$ cat src/rtl/pipe_ctrl_pkg.sv
// Package: pipe_ctrl_pkg
// Shared definitions for the pipeline sequencer and its users.
//   STG_D..STG_W : stage indices of the 5-stage core (0 = youngest register).
//   CORE_NSTAGE  : number of inter-stage registers in the core.
//   pcnt_t       : performance counter type at the core's default width.
package pipe_ctrl_pkg;

   localparam int unsigned STG_D       = 0;
   localparam int unsigned STG_E       = 1;
   localparam int unsigned STG_M       = 2;
   localparam int unsigned STG_W       = 3;
   localparam int unsigned CORE_NSTAGE = 4;
   localparam int unsigned CORE_CNTW   = 32;

   typedef logic [CORE_CNTW-1:0] pcnt_t;

endpackage

$ cat src/rtl/pipe_stage_reg.sv
// Module: pipe_stage_reg
// One inter-stage register: a valid bit plus W payload bits, updated with
// priority kill > hold > load. A slot that neither holds nor loads becomes a
// bubble with zeroed payload, so a bubble carries a no-side-effect control word.
// Ports:
//   clk, reset : clock and asynchronous active-high reset
//   kill       : discard the slot this cycle
//   hold       : keep the slot contents this cycle
//   load       : accept load_data as a real instruction
//   load_data  : payload offered by the previous stage (or fetch)
//   valid      : slot holds a real instruction
//   data       : slot payload
module pipe_stage_reg #(
   parameter int unsigned W = 128
) (
   input  logic         clk,
   input  logic         reset,
   input  logic         kill,
   input  logic         hold,
   input  logic         load,
   input  logic [W-1:0] load_data,
   output logic         valid,
   output logic [W-1:0] data
);

   always_ff @(posedge clk or posedge reset) begin
      if (reset) begin
         valid <= 1'b0;
         data  <= '0;
      end else if (kill) begin
         valid <= 1'b0;
         data  <= '0;
      end else if (!hold) begin
         valid <= load;
         data  <= load ? load_data : '0;
      end
   end

endmodule

$ cat src/rtl/pipe_ctrl.sv
// Module: pipe_ctrl
// Pipeline sequencer for the in-order core. Owns NSTAGE valid/payload
// registers (index 0 = youngest) and derives per-stage hold, youngest-range
// flush, bubble insertion and retire from per-stage stall/flush requests.
// Ports:
//   clk, reset      : clock and asynchronous active-high reset
//   in_valid/data   : fetch offers an instruction into stage 0
//   in_ready        : stage 0 accepts in_data this cycle
//   stall_req[i]    : stage i cannot advance this cycle
//   flush_req[i]    : kill stages 0..i (highest set index wins)
//   stage_valid/data/hold : per-stage state and freeze indication
//   retire_valid/data     : oldest stage leaves the pipeline this cycle
//   retire_cnt, stall_cnt, flush_cnt : wrapping performance counters
// COLLAPSE = 0: any hold freezes every younger stage (lockstep).
// COLLAPSE = 1: an empty stage never holds, so stalls are absorbed by bubbles.
module pipe_ctrl
   import pipe_ctrl_pkg::*;
#(
   parameter int unsigned NSTAGE   = 4,
   parameter int unsigned W        = 128,
   parameter int unsigned COLLAPSE = 0,
   parameter int unsigned CNTW     = 32
) (
   input  logic                clk,
   input  logic                reset,
   input  logic                in_valid,
   input  logic [W-1:0]        in_data,
   output logic                in_ready,
   input  logic [NSTAGE-1:0]   stall_req,
   input  logic [NSTAGE-1:0]   flush_req,
   output logic [NSTAGE-1:0]   stage_valid,
   output logic [NSTAGE*W-1:0] stage_data,
   output logic [NSTAGE-1:0]   stage_hold,
   output logic                retire_valid,
   output logic [W-1:0]        retire_data,
   output logic [CNTW-1:0]     retire_cnt,
   output logic [CNTW-1:0]     stall_cnt,
   output logic [CNTW-1:0]     flush_cnt
);

   logic [NSTAGE-1:0]   valid;
   logic [NSTAGE*W-1:0] data;
   logic [NSTAGE-1:0]   hold;
   logic [NSTAGE-1:0]   kill;
   logic [NSTAGE-1:0]   load;
   logic                any_flush;

   logic [CNTW-1:0] retire_cnt_q, stall_cnt_q, flush_cnt_q;

   // Hold propagates from the oldest stage towards the youngest.
   always_comb begin
      logic chain;
      hold  = '0;
      chain = 1'b0;
      for (int i = int'(NSTAGE) - 1; i >= 0; i--) begin
         if (COLLAPSE != 0) begin
            hold[i] = valid[i] & (stall_req[i] | chain);
         end else begin
            hold[i] = stall_req[i] | chain;
         end
         chain = hold[i];
      end
   end

   // Kill every stage at or below the highest flush request.
   always_comb begin
      logic seen;
      kill = '0;
      seen = 1'b0;
      for (int i = int'(NSTAGE) - 1; i >= 0; i--) begin
         seen    = seen | flush_req[i];
         kill[i] = seen;
      end
   end

   assign any_flush = |flush_req;
   assign in_ready  = ~hold[STG_D] & ~any_flush;

   for (genvar g = 0; g < NSTAGE; g++) begin : g_stage
      logic [W-1:0] src_data;
      if (g == 0) begin : g_head
         assign load[g]  = in_valid & in_ready;
         assign src_data = in_data;
      end else begin : g_body
         // Loads from the previous slot even when that slot is being killed;
         // the kill only clears the killed slots themselves.
         assign load[g]  = valid[g-1] & ~hold[g-1];
         assign src_data = data[(g-1)*W +: W];
      end

      pipe_stage_reg #(
         .W (W)
      ) u_stage (
         .clk       (clk),
         .reset     (reset),
         .kill      (kill[g]),
         .hold      (hold[g]),
         .load      (load[g]),
         .load_data (src_data),
         .valid     (valid[g]),
         .data      (data[g*W +: W])
      );
   end

   assign retire_valid = valid[NSTAGE-1] & ~hold[NSTAGE-1] & ~kill[NSTAGE-1];
   assign retire_data  = data[(NSTAGE-1)*W +: W];

   always_ff @(posedge clk or posedge reset) begin
      if (reset) begin
         retire_cnt_q <= '0;
         stall_cnt_q  <= '0;
         flush_cnt_q  <= '0;
      end else begin
         retire_cnt_q <= retire_cnt_q + CNTW'(retire_valid);
         stall_cnt_q  <= stall_cnt_q + CNTW'(hold[STG_D]);
         flush_cnt_q  <= flush_cnt_q + CNTW'(any_flush);
      end
   end

   assign stage_valid = valid;
   assign stage_data  = data;
   assign stage_hold  = hold;
   assign retire_cnt  = retire_cnt_q;
   assign stall_cnt   = stall_cnt_q;
   assign flush_cnt   = flush_cnt_q;

endmodule

$ cat config.mk
export PLATFORM = sky130hd
export DESIGN_NAME = pipe_ctrl
export DESIGN_NICKNAME = d
export VERILOG_FILES = /design/src/rtl/pipe_ctrl_pkg.sv /design/src/rtl/pipe_stage_reg.sv /design/src/rtl/pipe_ctrl.sv
export SDC_FILE = /design/constraint.sdc
export NUM_CORES = 1
export LEC_CHECK = 0
export BUFFER_PORTS_ARGS = -buffer_cell sky130_fd_sc_hd__buf_2
export CORE_AREA = 2 2 340 342
export CTS_CLUSTER_SIZE = 24
export DETAILED_ROUTE_END_ITERATION = 7
export DIE_AREA = 0 0 342 344
export GPL_TIMING_DRIVEN = 0
export SETUP_SLACK_MARGIN = 0.1
export SKIP_LAST_GASP = 1
export SYNTH_ARGS = -nofsm -noshare
export SYNTH_HDL_FRONTEND = slang
export SYNTH_HIERARCHICAL = 1
export SYNTH_SLANG_ARGS = --single-unit
$ cat constraint.sdc
create_clock -name clk -period 9.9 [get_ports clk]
set_clock_uncertainty 0.15 [all_clocks]
set_input_delay 0.495 -clock clk [delete_from_list [all_inputs] [get_ports clk]]
set_output_delay 0.495 -clock clk [all_outputs]
set_load 0.03 [all_outputs]
; Yosys cells after proc, flatten, opt, wreduce, memory -nomap -nowiden
; Cells that the tools add are included.
; W data, S select, Z words.
[word_totals]
ramBits = 0
out_inout_bits = 746
rom_bits = 0
word_cells = 58
register_bits = 612
latch_bits = 0
memories = 0
[op_classes]
n_addsub = 3
multipliers = 0
eq_ne = 4
shifts = 0
n_bitwise = 19
div = 0
mux = 20
reduce_logical = 1
n_lt_le_gt_ge = 0
[ops]
columns = cell, n
row1 = $mux W128, 12
row2 = $add A32 B1 Y32, 3
row3 = $mux W1, 8
row4 = $ne A2 B1 Y1 const B, 4
row5 = $and A1 B1 Y1, 7
row6 = $not A1 Y1, 6
row7 = $or A1 B1 Y1, 6
row8 = $reduce_or A4 Y1, 1

; Longest topological paths before layout
[depth]
word_depth = 9
depth_mapped = 9
depth_no_buf = 8

; Cells and area by module
; Netlist, hierarchy kept.
[modules_own_cells]
columns = module, cells_each, seq_area_each_um2, area_each_um2, instances
row1 = pipe_stage_reg, 445, 3228.1, 5321.4, 4
row2 = pipe_ctrl, 511, 2402.3, 5322.6, 1

; Worst setup path after synthesis
; Ideal clock, no wire load.
[synth_timing]
path_kind = register to register
start = register g_stage[3].u_stage.valid
end = register retire_cnt_q[30] (netlist: retire_cnt[30])
t_arrival_ps = 2849
synth_period_minus_slack_ps = 3079
setup_ps = 80
path_stages_with_launch = 7
setup_slack_ps = 6821
path_cell_list = dfrtp_1 -> nor3b_1 -> ha_1 -> nand4_4 -> or4_4 -> nor3_2 -> xor2_1
[synth_via]
elab_chain_len = 3
[synth_rtl]
columns = element, line
row1 = "start, declared", pipe_stage_reg.sv:22  ; output logic valid,
row2 = "start signal, assigned", pipe_stage_reg.sv:34  ; valid <= load;
row3 = $and A1 B1 Y1 (2 in series), pipe_ctrl.sv:105  ; assign retire_valid = valid[NSTAGE-1] & ~hold[NSTAGE-1] & ~kill[NSTAGE-1];
row4 = net retire_valid, pipe_ctrl.sv:34  ; output logic retire_valid,
row5 = $add A32 B1 Y32, pipe_ctrl.sv:114  ; retire_cnt_q <= retire_cnt_q + CNTW'(retire_valid);
row6 = "end signal, assigned", pipe_ctrl.sv:114
row7 = "end, declared", pipe_ctrl.sv:48  ; logic [CNTW-1:0] retire_cnt_q, stall_cnt_q, flush_cnt_q;
; The timed path passes the listed nets, and every way through them passes these cells.
; A chain may end at the register's enable or synchronous reset.

; Worst setup path after layout
[layout_timing]
start = input stall_req[3]
end = output in_ready
[layout_via]
elab_chain_len = 5
[layout_rtl]
columns = element, line
row1 = "start, declared", pipe_ctrl.sv:29  ; input logic [NSTAGE-1:0] stall_req,
row2 = $or A1 B1 Y1 (3 in series), pipe_ctrl.sv:59  ; hold[i] = stall_req[i] | chain;
row3 = $not A1 Y1, pipe_ctrl.sv:77  ; assign in_ready = ~hold[STG_D] & ~any_flush;
row4 = $and A1 B1 Y1, pipe_ctrl.sv:77
row5 = "end, declared", pipe_ctrl.sv:28  ; output logic in_ready,
; No other way between the ends.

==> results by group <==
Global route
  • Overall Global Routing Usage: between 10% and 20%
  • Met3 Use GR: 5.20%
  • Top Usage Layer GRT: met2
  • Gr ovfl total: 0
  • Largest net degree at the start of global routing: 80
  • Met2 Resource Use GR: between 30% and 40%
  • Initial antenna violation count: 14
  • First-pass GRT wire length: 169000 um
  • Grt met1 use: approximately a quarter
  • Vias in the first global route: 22653

Route
  • DRT antenna net count: 0
  • DR WL/cell: approximately 25 um
  • Via count: 23687
  • DRC violations left: 0
  • Post-Route WL: approximately 120000 um
  • Vias per cell: 4.79
  • DRT iter0 DRCs: around 1700
  • Pre-antenna DRT Iters: 5

Clock tree
  • CTS tree: yes
  • CTS Buffer Depth: 3
  • # resized after CTS: 0
  • CTS clk-pin slew, worst paths: 0.06 ns
  • # Post-CTS Setup Buffers: 0
  • Root Driver: clkbuf_16
  • CTS Hold Bufs: 122
  • H-tree Lvls: 3
  • Num CTS Buffers: 72
  • Clk sinks: 612
  • Clk_lat worst skew: 0.63 ns

Run status
  • Outcome: finished clean

Timing
  • Rel. slew slack: 28.9%
  • FMAX: 300 MHz
  • Hold Vio Cnt, Final: 0
  • Setup violations, final: 0
  • RSZ-0062 raised after global routing: false
  • Hold slack final: 0.0747 ns
  • Period minus WS final: between 3 and 4 ns
  • Final slew viol count: 0
  • Fin Setup TNS: 0 ns
  • Fin crit share: roughly 34%
  • Worst Tran Pin Value: 1.06 ns

Placement
  • IO Port Bufs: 884
  • Hpwl dp: 96700 um
  • Final Wtd Congestion: 0.927

Synthesis
  • Post-synth top area share: between 50% and 60%
  • Asr flop ratio synth: 100%
  • Synth unique cells: 34
  • Count leader, synth: dfrtp_1
  • Post-synth net total: 2437
  • Synthesized area: between 20000 and 30000 sq um
  • Post-synth top area cell: dfrtp_1
  • Top cells by area, synth: dfrtp_1 (58%), a32o_1 (9.3%), nand3b_1 (7.4%), a21oi_1 (5.0%), buf_4 (4.2%)
  • YS warnings: 6
  • Syn Inst Count: approximately 2300
  • Syn avg cell area: ~12 sq um
  • Synth Flop Type: dfrtp_1
  • Yosys reg bits: about 610
  • Synth top cells by count: dfrtp_1 (612), nand2_1 (291), a21oi_1 (264), nand3b_1 (264), a32o_1 (248)
  • Post-synthesis sequential area ratio: between 50% and 60%
  • Number of flops mapped to enable cells by yosys: 0

Setup path
  • Worst EP required: 9.26 ns
  • Crit path DAT: around 2.7 ns
  • FF-to-FF setup slack: 7.06 ns
  • Crit Path Max Fanout: 6
  • CP Capture Type: primary output
  • Worst r2r path cells: 6
  • CP Launch Point: stall_req[3]
  • Critical path class: input port to primary output
  • FF-to-FF End: retire_cnt[18]$_DFF_PP0_
  • Worst flop-to-flop path startpoint: g_stage[3].u_stage/valid$_DFFE_PP0P_
  • Startpoint types: input port

Floorplanning
  • DIE WIDTH: 342 um
  • Die area: ~120000 sq um
  • Starting density of the core: 23.4%
  • Die H: 344 um
  • Io pins: just under 900
  • Site Rows: between 100 and 150
  • Core Region: ~110000 sq um

Pwr
  • PD cells: 155 nW/um^2
  • Max VDD drop: 103 uV
  • Leakage: 18.2 nW

Worst hold path
  • Hold depth: 3
  • Hold EP: flush_cnt[0]$_DFF_PP0_
  • Hold Crit Class: input port to flip-flop
  • Hold Crit Start: flush_req[0]

Layout
  • Final #Nets: 3522
  • Share of layout cells above drive strength 1: 38.6%
  • P&R area growth vs syn: 37.8%

Run
  • MaxCap Viol Count: 0
[where the power goes]
part	internal (mW)	leakage (nW)	switching, mW	total (mW)
Combinational	0.149	8.55	0.300	0.449
Clock	1.54	1.15	1.11	2.65
Sequential	2.54	8.52	0.0443	2.58
[worst max-delay path, cell delays in order]
cell and delay [ns]:
buf_2 0.16, or3_1 0.58, or2_2 0.50, nor2_1 0.60, buf_2 0.32
[cell type report]
class	count	area, sq um
clock buffer	98	2010
tap	1512	1890
clock inverter	29	315
fill	11784	77200
antenna	9	22.5
inverter	16	82.6
multi-input combinational	1330	8820
sequential	612	15300
timing repair buffer	1011	5780
buffer	333	2410
[sequential cells by signal, summed over array words and instances, names as in the netlist]
| signal | cells |
|---|---|
| stall_cnt | 32 |
| flush_cnt | 32 |
| g_stage.u_stage/valid | 4 |
| g_stage.u_stage/data | 512 |
| retire_cnt | 32 |
[cells in the final DEF, fill, tap and decap left out, drive strengths merged]
cell type | Yosys | routed
a21oi | 264 | 264
a32o | 248 | 248
and2 | 9 | 9
and3 | 13 | 13
and4 | 6 | 6
buf | 287 | 1176
bufinv | 0 | 4
clkbuf | 46 | 144
clkinv | 0 | 16
clkinvlp | 0 | 1
dfrtp | 612 | 612
diode | 0 | 9
dlygate4sd3 | 0 | 122
ha | 7 | 7
inv | 16 | 24
mux2i | 4 | 4
nand2 | 291 | 291
nand3 | 39 | 39
nand3b | 264 | 264
nand4 | 26 | 26
nor2 | 24 | 24
nor2b | 10 | 10
nor3 | 9 | 9
nor3b | 1 | 1
nor4 | 14 | 14
or2 | 5 | 5
or3 | 3 | 3
or4 | 2 | 2
xnor2 | 56 | 56
xor2 | 35 | 35
[cell families after synthesis]
family / count (synthesis) / share of synthesized area (%)
AND/OR/NAND/NOR: 716 / 15.4
XOR/XNOR: 91 / 3.00
AO/OA/AOI/OAI: 512 / 14.3
buffers and inverters: 349 / 9.30
adder cells (fa/ha/maj): 7 / 0.329
multiplexers: 4 / 0.150
flip-flops: 612 / 57.6
[layer usage]
metal	up-vias	routed length, um
li1	10358	-
met1	11993	51600
met2	1108	56300
met3	226	10500
met4	2	4860
met5	-	12
[metrics by stage]
stage	power, mW	std cells	instance area (sq um)	worst slack [ns]	util (%)
after floorplan	2.86	2291	26600	5.81	-
after global placement	3.03	4687	32900	3.25	28.9
after detailed placement	3.04	4692	33100	5.88	29.1
after CTS	5.75	4941	36600	6.51	32.2
after global routing	5.87	4941	36600	6.46	32.2
final	5.68	4950	36700	6.57	32.2
[worst max-delay path by stage]
stage	to	slack, ns	cells after the start
2_1_floorplan	g_stage[0].u_stage/data[0]$_DFFE_PP0P_	5.81	1
3_3_place_gp	g_stage[0].u_stage/data[22]$_DFFE_PP0P_	3.25	2
3_5_place_dp	g_stage[0].u_stage/data[91]$_DFFE_PP0P_	5.88	8
4_1_cts	in_ready	6.51	5
5_1_grt	g_stage[0].u_stage/data[84]$_DFFE_PP0P_	6.46	8
6_report	in_ready	6.57	5
Power figures use the tool's default switching activity.
